### config.mk
export PLATFORM = sky130hd
export DESIGN_NAME = rast_tri_issue
export DESIGN_NICKNAME = d
export VERILOG_FILES = /design/src/rtl/rast_tri_issue.sv
export SDC_FILE = /design/constraint.sdc
export NUM_CORES = 1
export LEC_CHECK = 0
export ABC_AREA = 0
export CORE_UTILIZATION = 61
export DETAILED_ROUTE_END_ITERATION = 8
export GPL_TIMING_DRIVEN = 0
export PLACE_DENSITY = 0.93
export SYNTH_ARGS = -nofsm -noshare
export SYNTH_HDL_FRONTEND = slang
export SYNTH_SLANG_ARGS = --single-unit
export TNS_END_PERCENT = 1
### constraint.sdc
create_clock -name clk -period 14.7 [get_ports clk]
set_input_delay 1.47 -clock clk [delete_from_list [all_inputs] [get_ports clk]]
set_output_delay 1.47 -clock clk [all_outputs]
set_load 0.05 [all_outputs]
### src/rtl/rast_tri_issue.sv
// Triangle issue queue feeding the rast input port: DEPTH-entry FIFO plus one output register.
// Optional build macro TRI_ISSUE_DEGEN_DROP_EN silently discards pushed triangles with coincident x/y vertices.
module rast_tri_issue #(
    parameter int SIGFIG = 24,
    parameter int RADIX  = 10,
    parameter int VERTS  = 3,
    parameter int AXIS   = 3,
    parameter int COLORS = 3,
    parameter int DEPTH  = 4
) (
    input  logic                                          clk,
    input  logic                                          rst,
    input  logic signed [VERTS-1:0][AXIS-1:0][SIGFIG-1:0] in_tri_S,
    input  logic        [COLORS-1:0][SIGFIG-1:0]          in_color_U,
    input  logic                                          in_valid_H,
    output logic                                          in_ready_H,
    input  logic                                          flush_H,
    input  logic                                          halt_RnnnnL,
    output logic signed [VERTS-1:0][AXIS-1:0][SIGFIG-1:0] tri_R10S,
    output logic        [COLORS-1:0][SIGFIG-1:0]          color_R10U,
    output logic                                          validTri_R10H,
    output logic        [15:0]                            issued_cnt_U
);

    localparam int PTR_W = $clog2(DEPTH);
    localparam logic [PTR_W:0] FULL_CNT = (PTR_W + 1)'(DEPTH);

    if (RADIX >= SIGFIG) begin : g_radix_chk
        $error("RADIX must be smaller than SIGFIG");
    end

    logic signed [VERTS-1:0][AXIS-1:0][SIGFIG-1:0] tri_mem   [DEPTH];
    logic        [COLORS-1:0][SIGFIG-1:0]          color_mem [DEPTH];
    logic [PTR_W-1:0] wr_ptr, rd_ptr;
    logic [PTR_W:0]   count;

    logic fifo_empty, push, keep, consume, or_load, pop, bypass, fifo_wr;

`ifdef TRI_ISSUE_DEGEN_DROP_EN
    function automatic logic tri_degen(input logic signed [VERTS-1:0][AXIS-1:0][SIGFIG-1:0] t);
        logic d01, d12, d02;
        d01 = (t[0][0] == t[1][0]) && (t[0][1] == t[1][1]);
        d12 = (t[1][0] == t[2][0]) && (t[1][1] == t[2][1]);
        d02 = (t[0][0] == t[2][0]) && (t[0][1] == t[2][1]);
        return d01 | d12 | d02;
    endfunction
`endif

    assign fifo_empty = (count == '0);
    assign in_ready_H = (count != FULL_CNT) && !flush_H;
    assign push       = in_valid_H && in_ready_H;
`ifdef TRI_ISSUE_DEGEN_DROP_EN
    assign keep       = push && !tri_degen(in_tri_S);
`else
    assign keep       = push;
`endif
    assign consume    = validTri_R10H && halt_RnnnnL;
    // The output register refills whenever it is empty or being drained this edge.
    assign or_load    = (!validTri_R10H || consume) && !flush_H;
    assign pop        = or_load && !fifo_empty;
    assign bypass     = or_load && fifo_empty && keep;
    assign fifo_wr    = keep && !bypass;

    always_ff @(posedge clk) begin
        if (fifo_wr) begin
            tri_mem[wr_ptr]   <= in_tri_S;
            color_mem[wr_ptr] <= in_color_U;
        end
    end

    always_ff @(posedge clk or negedge rst) begin
        if (!rst) begin
            wr_ptr <= '0;
            rd_ptr <= '0;
            count  <= '0;
        end else if (flush_H) begin
            wr_ptr <= '0;
            rd_ptr <= '0;
            count  <= '0;
        end else begin
            if (fifo_wr) wr_ptr <= wr_ptr + 1'b1;
            if (pop)     rd_ptr <= rd_ptr + 1'b1;
            count <= count + {{PTR_W{1'b0}}, fifo_wr} - {{PTR_W{1'b0}}, pop};
        end
    end

    always_ff @(posedge clk or negedge rst) begin
        if (!rst) begin
            validTri_R10H <= 1'b0;
            tri_R10S      <= '0;
            color_R10U    <= '0;
        end else if (flush_H) begin
            validTri_R10H <= 1'b0;
        end else if (or_load) begin
            validTri_R10H <= pop || bypass;
            if (pop) begin
                tri_R10S   <= tri_mem[rd_ptr];
                color_R10U <= color_mem[rd_ptr];
            end else if (bypass) begin
                tri_R10S   <= in_tri_S;
                color_R10U <= in_color_U;
            end
        end
    end

    // A consume coinciding with a flush still counts.
    always_ff @(posedge clk or negedge rst) begin
        if (!rst) issued_cnt_U <= '0;
        else if (consume) issued_cnt_U <= issued_cnt_U + 16'd1;
    end

endmodule
==> reports/qor.yml, run 1 <==
timing:
  slew-limit-headroom_pct: 21.34
  fmax_mhz: 204.5
  skew_ns: 0.03232
  hold_ws_ns: 0.4878
  hold_viol: 0
  tns_ns: 0
  worst_pin_slew_ns: 1.180
  maxSlewViolCount: 0
  setup_viol: 0
  setup_ws_ns: 9.810
  fin_crit_ns: 4.890
  rsz0062_at_grt: "false"
  period_share_pct: 33.26
pwr:
  powerDensity_nw_per_um2: 203.7
  ir_drop_mv: 0.1746
  leakage_nw: 23.12
cts:
  hold_buffers: 0
  cts_setup_buffers: 0
  cts.reportedPaths.clkPinSlew_ns: 0.06
  cts_tree: "built"
  post_cts_resized: 0
  cts_sinks: 1464
  clock_path_buffers: 3
  clock-root-buffer: "clkbuf_16"
  cts_max_level: 4
  clk-insertion-delay-late_ns: 0.75
  numCtsBuffers: 139
grt:
  antenna_found_initial: 34
  grt_max_degree: 108
  grt_usage_pct: 34.16
  grt_pass1_vias: 34790
  grt_pass1_wl_um: 230300
  gr-total-overflow: 0
synthesis:
  synthFlopType: "edfxtp_1"
  synth.top_cells.by_area: "edfxtp_1 62%, dfrtp_1 14%, mux4_2 12%, mux2i_1 5.2%, o21ai_1 2.6%"
  ys_types: 33
  yosysTopAreaCellShare_pct: 61.97
  avgSynthCellArea_um2: 19.48
  synth_commonest_cells: "1152 x edfxtp_1, 312 x dfrtp_1, 295 x nand2_1, 289 x mux2i_1, 289 x o21ai_1"
  synth-edff-count: 1152
  ys_seq_area_share_pct: 75.96
  post-synth-top-count-cell: "edfxtp_1"
  synth.largest_area_cell: "edfxtp_1"
  ys_ff_latch: 1464
  syn-cell-area_um2: 55820
  synth_async_sr_flop_share_pct: 21.31
  syn_nets: 3166
  ys_warn_count: 0
  synth_cells: 2865
placement:
  place_ws_ns: 9.708
  hpwlAfterDp_um: 90860
  gp_congestion: 0.8154
  dp.cells: 4662
  port_buffers: 598
setup_path:
  worst-path-buf-inv: 3
  cp.arrival_ns: 3.42
  rrSetupSlack_ns: 11.13
  regToRegEndpoint: "tri_mem[1][195]"
  crit_slowest_cell: "clkdlybuf4s50_1"
  crit_fanout: 10
  cp.required_ns: 13.23
  cp_common_cell: "clkdlybuf4s50_1"
  cp-end-kind: "output pin"
  critPathTopFamily: "buffers and inverters"
  cp-start-kind: "input pin"
  crit_path_max_incr_delay_ns: 0.79
  crit_chain: "clkdlybuf4s50_1, clkbuf_1, nor2_1, clkdlybuf4s50_1"
  regToRegStartpoint: "validTri_R10H"
  crit_type: "in2out"
  rr_worst_depth: 7
drt:
  wl_per_cell_um: 31.80
  routed-via-count: 32890
  ant_nets: 0
  drc: 0
  routed_via_density: 6.647
  wl_um: 157400
  dr.pass1.iters: 6
  drtIter0Drc: 4474
cells_and_area:
  final-seq-area_um2: 42400
  layout.nets: 3928
  multi_input_area_um2: 12500
  area_growth_syn_to_layout_pct: 22.91
  fillCellCount: 4369
  layout-drive-gt1-share_pct: 17.27
  final_cells: 4949
  fin_util_pct: 75.99
run:
  maxCapViolCount: 0
floorplan:
  num_io_pins: 599
  die_h_um: 304.5
  core_area_um2: 90290
  die_x_um: 304.5
  fp.dieArea_um2: 92730
  num_rows: 110
  start_util_pct: 61.83
worst_hold_path:
  hold_start: "issued_cnt_U[15]"
  min_to: "issued_cnt_U[15]"
  hold_depth: 1
  worstHoldPathType: "reg2reg"
outcome:
  status: "complete, no violations"
worst max path at each step:
stage / start / slack, ns / to / cells after the start
after floorplan: halt_RnnnnL / 5.32 / color_mem[0][0] / 4
after global placement: rst / -3.08 / tri_R10S[72] / 1
after detailed placement: halt_RnnnnL / 9.71 / tri_mem[1][204] / 8
after CTS: flush_H / 9.85 / in_ready_H / 4
after global routing: flush_H / 9.76 / in_ready_H / 4
final: flush_H / 9.81 / in_ready_H / 4
layout make-up:
type | instances | area share, %
Clock inverter | 53 | 0.8844
Inverter | 7 | 0.04194
Clock buffer | 202 | 5.848
Tap cell | 1176 | 2.145
Timing Repair Buffer | 621 | 9.632
Multi-Input combinational cell | 1232 | 18.22
Antenna cell | 32 | 0.1167
Buffer | 162 | 1.318
Sequential cell | 1464 | 61.80
worst register-to-register path, stage by stage (launching register included):
cell and delay (ns):
dfrtp_1 0.39, nor2b_1 0.53, o311ai_2 0.22, nor2_1 0.30
and2_4 0.68, buf_16 0.34, buf_16 0.37, buf_16 0.36
cell families after synthesis:
| group | after synthesis | synth area share (%) |
|---|---|---|
| DFF | 1464 | 75.96 |
| muxes | 578 | 16.82 |
| and+or+nand+nor | 334 | 2.418 |
| AOI/OAI and AO/OA | 294 | 2.656 |
| buffers and inverters | 169 | 1.672 |
| xor gates and xnor gates | 18 | 0.2824 |
| adders and majority gates | 8 | 0.1928 |
state kept, by name, summed over array words and instances, names as in the netlist:
signal and count:
count 3, wr_ptr 2, validTri_R10H 1, issued_cnt_U 16, color_mem 288, tri_R10S 216
rd_ptr 2, color_R10U 72, tri_mem 864
layer usage:
metal / vias up / track usage, % / share of wire, %
li1: 12880 / - / -
met1: 16840 / 41.30 / 33
met2: 2567 / 57.10 / 51
met3: 593 / 8.018 / 10
met4: 14 / 19.16 / 6.3
met5: - / 0 / 0.056
metrics by stage:
stage	cell area [um2]	power, mW
detailed placement	63910	10.17
global route	68600	14.32
finish	68610	13.97
global placement	63280	10.06
floorplan	55820	8.488
CTS	68530	13.95
where the power goes:
part / internal, mW / switching [mW]
logic: 1.65 / 3.14
registers: 5.13 / 0.394
clock network: 2.10 / 1.56
cells in the final DEF (no fill, tap or decap), drive strengths merged:
cell type      count
clkinvlp           5
a21oi              3
clkdlybuf4s50    597
clkinv            35
edfxtp          1152
nand3              3
xnor2             13
or3b               1
o21ai            290
and2               5
and4               4
dfrtp            312
nor3               2
mux2i            289
inv                9
diode             32
or3                4
clkbuf           245
nor3b              1
mux4             288
fa                 1
bufinv            11
nor2b              2
buf              143
nor4b              1
nand2            295
nand4              5
xor2               5
o311ai             1
and3               2
ha                 7
mux2               1
nor2               9
No activity file was read; power rests on OpenSTA's default activity.
==> run 2: changes to the inputs <==
--- a/config.mk
+++ b/config.mk
@@ -6,10 +6,10 @@
 export NUM_CORES = 1
 export LEC_CHECK = 0
 export ABC_AREA = 0
-export CORE_UTILIZATION = 61
+export CORE_UTILIZATION = 56
 export DETAILED_ROUTE_END_ITERATION = 8
 export GPL_TIMING_DRIVEN = 0
-export PLACE_DENSITY = 0.93
+export PLACE_DENSITY = 0.87
 export SYNTH_ARGS = -nofsm -noshare
 export SYNTH_HDL_FRONTEND = slang
 export SYNTH_SLANG_ARGS = --single-unit
==> constraint.sdc (replaced) <==
create_clock -name clk -period 4.55 [get_ports clk]
set_input_delay 0.455 -clock clk [delete_from_list [all_inputs] [get_ports clk]]
set_output_delay 0.455 -clock clk [all_outputs]
set_load 0.05 [all_outputs]
==> run 2 against run 1 <==
- flip-flop and latch count stayed put
- total power rose to 3.2 times the previous value
- hold slack worse by 0.23 ns
- non-clock buffer count grew 4
- register-to-register slack worse by 10 ns
- final area increased by 0.69%
- sequential power grew to 3.2 times the previous value
- clock power grew to 3.3 times the previous value
- die area grew 8.9%
- first-iteration DRC count decreased by 28%
- utilization down 5.9 points
- critical endpoint is now tri_mem[0][209]
- largest power group unchanged
- highest routed layer unchanged
==> reports/qor.yml, run 2 (synthesis gave the netlist of run 1 again) <==
pwr:
  finalPower_mw: 44.95  # +220%
  powerDensity_nw_per_um2: 650.6  # +220%
  ir_drop_mv: 0.7314  # +320%
  leakage_nw: 23.30  # +0.78%
timing:
  fmax_mhz: 273.1
  maxSlewViolCount: 0  # unchanged
  tns_ns: 0  # unchanged
  rsz0062_at_grt: "false"
  slew-limit-headroom_pct: 16.03  # -5.3 points
  fin_crit_ns: 3.661
  worst_pin_slew_ns: 1.259  # +0.07956 ns
  period_share_pct: 80.47
  hold_viol: 0  # unchanged
  skew_ns: 0.04276  # +0.01044 ns
  setup_ws_ns: 0.8888  # -8.922 ns
  setup_viol: 0  # unchanged
cells_and_area:
  final_cell_mix: "1152 x edfxtp_1, 597 x clkdlybuf4s50_1, 312 x dfrtp_1"
  largest_reg_flops: 864  # unchanged
  final-seq-area_um2: 42400  # unchanged
  fin_util_pct: 70.09  # -5.9 points
  regMostFlops: "tri_mem"
  layout-drive-gt1-share_pct: 17.81  # +0.54 points
  multi_input_area_um2: 12500  # unchanged
  layout.nets: 3937  # +0.23%
  final_common_cell: "edfxtp_1"
  stdcell_area_um2: 69090  # +0.69%
  fillCellCount: 5628  # +29%
  area_growth_syn_to_layout_pct: 23.76
  reg_top3: "tri_mem x864, color_mem x288, tri_R10S x216"
cts:
  clock-root-buffer: "clkbuf_16"
  numCtsBuffers: 144  # +3.6%
  cts_tree: "built"
  cts_max_level: 4  # unchanged
  clk-insertion-delay-late_ns: 0.77  # +0.02 ns
  cts_sinks: 1464  # unchanged
  cts.reportedPaths.clkPinSlew_ns: 0.06  # about the same
  clock_path_buffers: 3  # unchanged
  post_cts_resized: 0  # unchanged
setup_path:
  cp.required_ns: 4.97  # -8.26 ns
  crit_path_max_incr_delay_ns: 0.77  # -0.02 ns
  critPathTopFamily: "simple AND/OR/NAND/NOR gates"
  crit_fanout: 52  # +42
  cp.arrival_ns: 4.08  # +0.66 ns
  cp-end-kind: "flop"
  worst-path-buf-inv: 3  # unchanged
  cp-start-kind: "flop"
  crit_type: "reg2reg"
  cp_common_cell: "buf_16"
  crit_chain: "nor2b_1, o311ai_2, nor2_1, and2_4, buf_16, buf_16, buf_16"
  crit_slowest_cell: "and2_4"
floorplan:
  fp.dieArea_um2: 100900  # +8.9%
  die_x_um: 317.7  # +4.3%
  core_area_um2: 98560  # +9.2%
  num_rows: 115  # +4.5%
  num_io_pins: 599  # unchanged
  start_util_pct: 56.64  # -5.2 points
  die_h_um: 317.7  # +4.3%
drt:
  drtIter0Drc: 3242  # -28%
  routed_via_density: 6.150  # -7.5%
  drc: 0  # unchanged
  ant_nets: 0  # unchanged
  routed-via-count: 31170  # -5.3%
  dr.pass1.iters: 6  # unchanged
  wl_um: 141500  # -10%
  wl_per_cell_um: 27.92  # -12%
placement:
  place_ws_ns: 0.4523  # -9.256 ns
  placed_area_um2: 64110  # +0.31%
  hpwlAfterDp_um: 87020  # -4.2%
  gp_congestion: 0.7993  # -2.0%
  port_buffers: 598  # unchanged
run:
  maxCapViolCount: 0  # unchanged
grt:
  antenna_found_initial: 38  # +12%
  grt_pass1_wl_um: 210900  # -8.4%
  grt_max_degree: 89  # -18%
  grt_pass1_vias: 33250  # -4.4%
  grt_usage_pct: 28.18  # -6.0 points
  gr-total-overflow: 0  # unchanged
worst_hold_path:
  worstHoldPathType: "in2async"
outcome:
  status: "complete, no violations"
[run 2: cell types whose count changed in the layout (fill, tap and decap cells not counted), sizes merged, moves of 2 or more]
cell and delta:
clkinv +14, diode -8, clkbuf -7, buf +3
bufinv +2, inv +2
[run 2: through the flow]
stage | hold slack, ns | instances
6_report | 0.2554 | 5068
5_1_grt | 0.2816 | 5065
4_1_cts | 0.2345 | 5044
3_5_place_dp | 0.4562 | 4776
3_3_place_gp | 0.4627 | 4750
2_1_floorplan | 0.1594 | 2865
[run 2: path summary, 6_finish.rpt]
path                                     to  slack, ns  depth (start not counted)        startpoint
max in group asynchronous     tri_R10S[141]       2.83                          4               rst
setup reg to reg            tri_mem[0][209]       0.89                          7     validTri_R10H
hold / removal               color_R10U[61]       0.26                          2               rst
setup / recovery            tri_mem[0][209]       0.89                          7     validTri_R10H
min in group clk             tri_mem[3][13]       0.35                          1      in_tri_S[13]
hold reg to reg            issued_cnt_U[15]       0.48                          1  issued_cnt_U[15]
[run 2: final cells by class]
cell class                      instances  share of cell area [%]
Antenna cell                           24                 0.08693
Buffer                                162                   1.309
Clock buffer                          195                   5.924
Clock inverter                         72                   1.174
Inverter                                7                 0.04166
Multi-Input combinational cell       1232                   18.09
Sequential cell                      1464                   61.37
Tap cell                             1287                   2.331
Timing Repair Buffer                  625                   9.668
[run 2: worst reg2reg max path, stage by stage, from the launching register on]
cell and delay (ns):
dfrtp_1 0.48, nor2b_1 0.48, o311ai_2 0.20, nor2_1 0.28
and2_4 0.77, buf_16 0.37, buf_16 0.36, buf_16 0.34
[run 2: layer usage]
layer	global-route usage [%]	vias to the layer above	part of all wire, %
met3	7.489	343	9.3
li1	-	12890	-
met1	34.77	16170	35
met2	46.85	1737	51
met4	12.93	24	4.1
met5	0	-	0.11
[run 2: where the power goes]
part           internal [mW]  switching (mW)  total, mW
Clock                   7.10            5.11       12.2
Combinational           5.34            9.72       15.1
Sequential              16.6            1.12       17.7
[run 2: repair_timing]
item,CTS,global route
setup endpoints to repair,0,0
setup buffers,0,0
hold endpoints to repair,68,0
hold buffers,1,0
